### src/rtl/stopwatch_pkg.sv
// Shared types and constants for the stopwatch button sequencer.
package stopwatch_pkg;

    localparam int unsigned DEFAULT_COUNT_W = 14;

    typedef enum logic [1:0] {
        IDLE  = 2'd0,
        RUN   = 2'd1,
        PAUSE = 2'd2,
        LAP   = 2'd3
    } sw_state_t;

    localparam logic [2:0] SSR_RUN   = 3'b100;
    localparam logic [2:0] SSR_HOLD  = 3'b010;
    localparam logic [2:0] SSR_CLEAR = 3'b001;

    // One-hot counter command for a given sequencer state.
    function automatic logic [2:0] ssr_of(input sw_state_t s);
        logic [2:0] r;
        r = SSR_CLEAR;
        case (s)
            IDLE:    r = SSR_CLEAR;
            RUN:     r = SSR_RUN;
            LAP:     r = SSR_RUN;
            PAUSE:   r = SSR_HOLD;
            default: r = SSR_CLEAR;
        endcase
        return r;
    endfunction

endpackage

### src/rtl/sw_debounce.sv
// Button front end: 2-flop synchronizer, optional debouncer, rising-edge pulse.
// Debounce stage is present only when STOPWATCH_CTRL_DEBOUNCE_EN is defined.
module sw_debounce #(
    parameter int unsigned DEBOUNCE_CYCLES = 3
) (
    input  logic clk,
    input  logic rst,
    input  logic btn,
    output logic pulse
);

    logic s1;
    logic s2;
    logic lvl;
    logic lvl_q;

    if (DEBOUNCE_CYCLES < 1) begin : g_bad_cfg
        $error("DEBOUNCE_CYCLES must be at least 1");
    end

    always_ff @(posedge clk) begin
        if (!rst) begin
            s1 <= 1'b0;
            s2 <= 1'b0;
        end else begin
            s1 <= btn;
            s2 <= s1;
        end
    end

`ifdef STOPWATCH_CTRL_DEBOUNCE_EN
    localparam int unsigned CNT_W = $clog2(DEBOUNCE_CYCLES + 1);

    logic [CNT_W-1:0] cnt;
    logic             deb;

    // Accept a new level only after it has been seen DEBOUNCE_CYCLES times in a row.
    always_ff @(posedge clk) begin
        if (!rst) begin
            cnt <= '0;
            deb <= 1'b0;
        end else if (s2 == deb) begin
            cnt <= '0;
        end else if (cnt == CNT_W'(DEBOUNCE_CYCLES - 1)) begin
            cnt <= '0;
            deb <= s2;
        end else begin
            cnt <= cnt + CNT_W'(1);
        end
    end

    assign lvl = deb;
`else
    assign lvl = s2;
`endif

    always_ff @(posedge clk) begin
        if (!rst) begin
            lvl_q <= 1'b0;
            pulse <= 1'b0;
        end else begin
            lvl_q <= lvl;
            pulse <= lvl & ~lvl_q;
        end
    end

endmodule

### src/rtl/stopwatch_ctrl.sv
// Pushbutton sequencer producing the run/hold/clear command, lap freeze and saturation pause.
// Optional debounce enabled with STOPWATCH_CTRL_DEBOUNCE_EN.
module stopwatch_ctrl
    import stopwatch_pkg::*;
#(
    parameter int unsigned COUNT_W         = DEFAULT_COUNT_W,
    parameter int unsigned MAX_COUNT       = 9999,
    parameter int unsigned DEBOUNCE_CYCLES = 3
) (
    input  logic               clk,
    input  logic               rst,
    input  logic               btn_ss,
    input  logic               btn_lap,
    input  logic [COUNT_W-1:0] count,
    output logic [2:0]         ssr,
    output logic [COUNT_W-1:0] disp,
    output logic               lap_valid,
    output logic [1:0]         state
);

    sw_state_t          cur;
    sw_state_t          nxt;
    logic               ss_p;
    logic               lap_p;
    logic               sat;
    logic [COUNT_W-1:0] lap_reg;

    sw_debounce #(.DEBOUNCE_CYCLES(DEBOUNCE_CYCLES)) u_ss (
        .clk   (clk),
        .rst   (rst),
        .btn   (btn_ss),
        .pulse (ss_p)
    );

    sw_debounce #(.DEBOUNCE_CYCLES(DEBOUNCE_CYCLES)) u_lap (
        .clk   (clk),
        .rst   (rst),
        .btn   (btn_lap),
        .pulse (lap_p)
    );

    assign sat = (count >= COUNT_W'(MAX_COUNT));

    // Saturation beats both pulses; start/stop beats lap/clear.
    always_comb begin
        nxt = cur;
        unique case (cur)
            IDLE: begin
                if (ss_p) nxt = RUN;
            end
            RUN: begin
                if (sat || ss_p) nxt = PAUSE;
                else if (lap_p)  nxt = LAP;
            end
            LAP: begin
                if (sat || ss_p) nxt = PAUSE;
                else if (lap_p)  nxt = RUN;
            end
            PAUSE: begin
                if (ss_p)       nxt = sat ? PAUSE : RUN;
                else if (lap_p) nxt = IDLE;
            end
        endcase
    end

    // Outputs are decoded from the next state so they move together with the state register.
    always_ff @(posedge clk) begin
        if (!rst) begin
            cur       <= IDLE;
            ssr       <= SSR_CLEAR;
            disp      <= '0;
            lap_valid <= 1'b0;
            lap_reg   <= '0;
        end else begin
            cur       <= nxt;
            ssr       <= ssr_of(nxt);
            disp      <= (cur == LAP && nxt == LAP) ? lap_reg : count;
            lap_valid <= (nxt == LAP);
            if (cur == RUN && nxt == LAP) lap_reg <= count;
        end
    end

    assign state = cur;

endmodule

### config.mk
export PLATFORM = sky130hd
export DESIGN_NAME = stopwatch_ctrl
export DESIGN_NICKNAME = d
export VERILOG_FILES = /design/src/rtl/stopwatch_pkg.sv /design/src/rtl/sw_debounce.sv /design/src/rtl/stopwatch_ctrl.sv
export SDC_FILE = /design/constraint.sdc
export NUM_CORES = 1
export LEC_CHECK = 0
export CORE_ASPECT_RATIO = 1.5
export CORE_UTILIZATION = 30
export DETAILED_ROUTE_END_ITERATION = 8
export PLACE_DENSITY = 0.55
export SETUP_SLACK_MARGIN = 0.02
export SLEW_MARGIN = 0
export SYNTH_ARGS = -nofsm -noshare
export SYNTH_HDL_FRONTEND = slang
export SYNTH_SLANG_ARGS = --single-unit
### constraint.sdc
create_clock -name clk -period 1.7 [get_ports clk]
set_input_delay 0.34 -clock clk [delete_from_list [all_inputs] [get_ports clk]]
set_output_delay 0.34 -clock clk [all_outputs]
set_load 0.005 [all_outputs]
==> metrics.md <==
| Metric | Value |
|---|---|
| Outcome | finished, final reports clean |
| Hold Violations, Final | 0 |
| Post-Synth Simple-Gate Area | 0.180 |
| Final instance area | 2110 sq um |
| Syn_nets | 159 |
| Slew at the pin closest to its max-slew limit | 0.251 ns |
| Clock transition at path regs | 0.07 ns |
| Clock Skew | 0.00639 ns |
| Synth Warn # | 0 |
| Pwr per Cell Area | 845 nW/um^2 |
| Final HPWL DP | 2.04 mm |
| Tmin final | 1.65 ns |
| CP Max Fanout | 7 |
| Critical Path RT | 1.87 ns |
| RD Place Congestion | 0.727 |
| Global-route wire length before repair | 4.57 mm |
| Pwr Total | 0.00178 W |
| Core Area | 4850 sq um |
| Mux share of post-synthesis cell area | 0.186 |
| Total GRT Usage | 0.119 |
| Initial core utilization | 0.311 |
| DIE AREA | 5320 sq um |
| Worst VDD drop | 460 uV |
| Max Slew Vio Count | 0 |
| Min Hold Slack | 0.387 ns |
| Post-DP Area | 1980 sq um |
| # setup viols final | 0 |
| Dpl ws | -0.287 ns |
| Layout cells sized above 1 | 0.118 |
| Worst Hold Class | reg2reg |
| Xor-xnor portion of the synthesized cell area | 0.00581 |
| Largest net degree at the start of global routing | 40 |
| Mean Syn Cell Area | 10.7 sq um |
| Initial antenna violation count | 0 |
| Avg WL per Cell | 11.6 um |
| Antenna cell count | 0 |
| Worst r2r src | state[1] |
| Sequential Power Share | 0.561 |
| Vias post-DR | 1133 |
| # Post-CTS Setup Buffers | 0 |
| Crit start category | input port |
| CTS Buf Count | 5 |
| CTS tree | built |
| Synth Register Bits | 41 |
| Logic gate share of total power | 0.092 |
| Antenna violation net count after detailed routing | 0 |
| Sequential area share after synthesis | 0.544 |
| I/O Buffers | 37 |
| # hold bufs at CTS | 0 |
| Worst Min Path Start | u_lap.lvl_q |
| Clock network power share | 0.347 |
| Tcrit/Tclk final | 0.969 |
| Synth Area in Compound Gates | 0.0382 |
| Leakage | 0.789 nW |
| Total Wirelength | 2.92 mm |
| Grt ovf | 0 |
| Data arrival time of the worst path | 1.82 ns |
| P&R area growth vs syn | 40.1% |
| Internal power | 0.00141 W |
| Clk sinks | 41 |
| CTS Root Cell | clkbuf_8 |
| Main combinational cell family by area after synthesis | multiplexers |
| Most frequent cells in the layout | dfxtp_1, clkdlybuf4s50_1, nand2_1 |
| DR pass1 iterations | 4 |
| Distinct cells, synth | 27 |
| Final WS setup | 0.0521 ns |
| Drt drc | 0 |
| Slew headroom | 0.831 |
| FMAX | 607 MHz |
| Die span in y | 88.8 um |
| Row count | 31 |
| H-Tree Depth | 2 |
| I/O pin total | 38 |
| Initial DRC count | 28 |
| Via/cell ratio | 4.50 |
| Commonest non-fill, non-tap cell in the layout | dfxtp_1 |
| Critical path origin | count[11] |
| P_sw | 0.000371 W |
| Setup TNS | 0 ns |
| Nets | 204 |
| Vias in the first global route | 1052 |
| Adder-cell area share of the yosys netlist | 0 |
| Worst Setup End Kind | flop |
| Synthesized instance count | 141 |
| RSZ-0062 raised after global routing | yes |
| Clock Path Buffers | 2 |
| Maximum capacitance violations | 0 |
| Die W | 59.9 um |
| Fill cells | 480 |
| Kind of critical path | in2reg |
| Cell Area, Synth | 1510 sq um |
| Switch share | 0.208 |
| Clock latency at the later pin of the worst-skew pair | 0.28 ns |
[cell families (layout without fill, tap and decap cells)]
family | Yosys count | in the layout
and+or+nand+nor | 53 | 53
DFF | 41 | 41
AOI/OAI and AO/OA | 9 | 9
muxes | 28 | 28
xor gates and xnor gates | 1 | 1
buffers and inverters | 9 | 54
[worst max-delay path: stages]
cell and delay (ns):
clkdlybuf4s50_1 0.46, or2_1 0.27, a211o_1 0.31, and3_4 0.17, buf_6 0.14, mux2i_1 0.11
[path summary, 6_finish.rpt]
path,endpoint,slack (ns),depth (start not counted)
hold reg to reg,u_lap.pulse,0.39,1
hold / removal,u_lap.pulse,0.39,1
setup / recovery,disp[1],0.05,6
setup reg to reg,disp[9],0.42,4
[per-stage QoR]
step            util  instances
2_1_floorplan      -        141
3_3_place_gp   0.407        245
3_5_place_dp   0.407        245
4_1_cts        0.429        252
5_1_grt        0.436        252
6_report       0.436        252
[Yosys cell counts]
| cell type | instances | area, sq um |
|---|---|---|
| dfxtp_1 | 41 | 821 |
| a211oi_1 | 1 | 7.51 |
| and2_1 | 8 | 50.1 |
| buf_4 | 1 | 7.51 |
| a21oi_1 | 2 | 10.0 |
| nor2_1 | 2 | 7.51 |
| or2_2 | 1 | 6.26 |
| buf_6 | 2 | 22.5 |
| clkbuf_1 | 4 | 15.0 |
| nand2_1 | 29 | 109 |
| o21ai_0 | 3 | 15.0 |
| a22oi_1 | 1 | 7.51 |
| nor2_2 | 1 | 6.26 |
| o2111ai_1 | 1 | 8.76 |
| nor4_2 | 1 | 12.5 |
| nor2b_1 | 3 | 18.8 |
| and3_1 | 2 | 12.5 |
| nand4_1 | 2 | 12.5 |
| nand4b_1 | 1 | 8.76 |
| inv_1 | 1 | 3.75 |
| and4bb_2 | 1 | 12.5 |
| buf_12 | 1 | 20.0 |
| a211o_1 | 1 | 8.76 |
| or2_1 | 1 | 6.26 |
| and3b_1 | 1 | 8.76 |
| mux2i_1 | 28 | 280 |
| xor2_1 | 1 | 8.76 |
[final cells by class]
cell class / instances / area [sq um] / area share
Timing Repair Buffer: 46 / 474 / 0.225
Inverter: 1 / 3.75 / 0.00178
Clock buffer: 7 / 86.3 / 0.0409
Tap cell: 66 / 82.6 / 0.0391
Multi-Input combinational cell: 91 / 643 / 0.305
Sequential cell: 41 / 822 / 0.389
[what timing repair did]
action                     in CTS  in global routing
gates cloned                    0                  0
setup endpoints to repair      10                 33
gates resized for setup         4                  8
pin swaps                       1                  2
[layer usage]
layer	global-route usage	up-vias	routed length (um)
met4	0.0571	0	41
met3	0.0497	4	135
met2	0.186	29	1490
met5	0	-	0
met1	0.138	539	1240
li1	-	561	-
[power groups by stage]
stage / registers [W] / logic, W / clock network [W]
after floorplan: 0.00102 / 0.0000518 / 0
after global placement: 0.00102 / 0.000161 / 0
after detailed placement: 0.00102 / 0.000163 / 0
after CTS: 0.00100 / 0.000164 / 0.000648
after global routing: 0.00100 / 0.000181 / 0.000689
final: 0.00100 / 0.000165 / 0.000619
No activity file was read; power rests on OpenSTA's default activity.
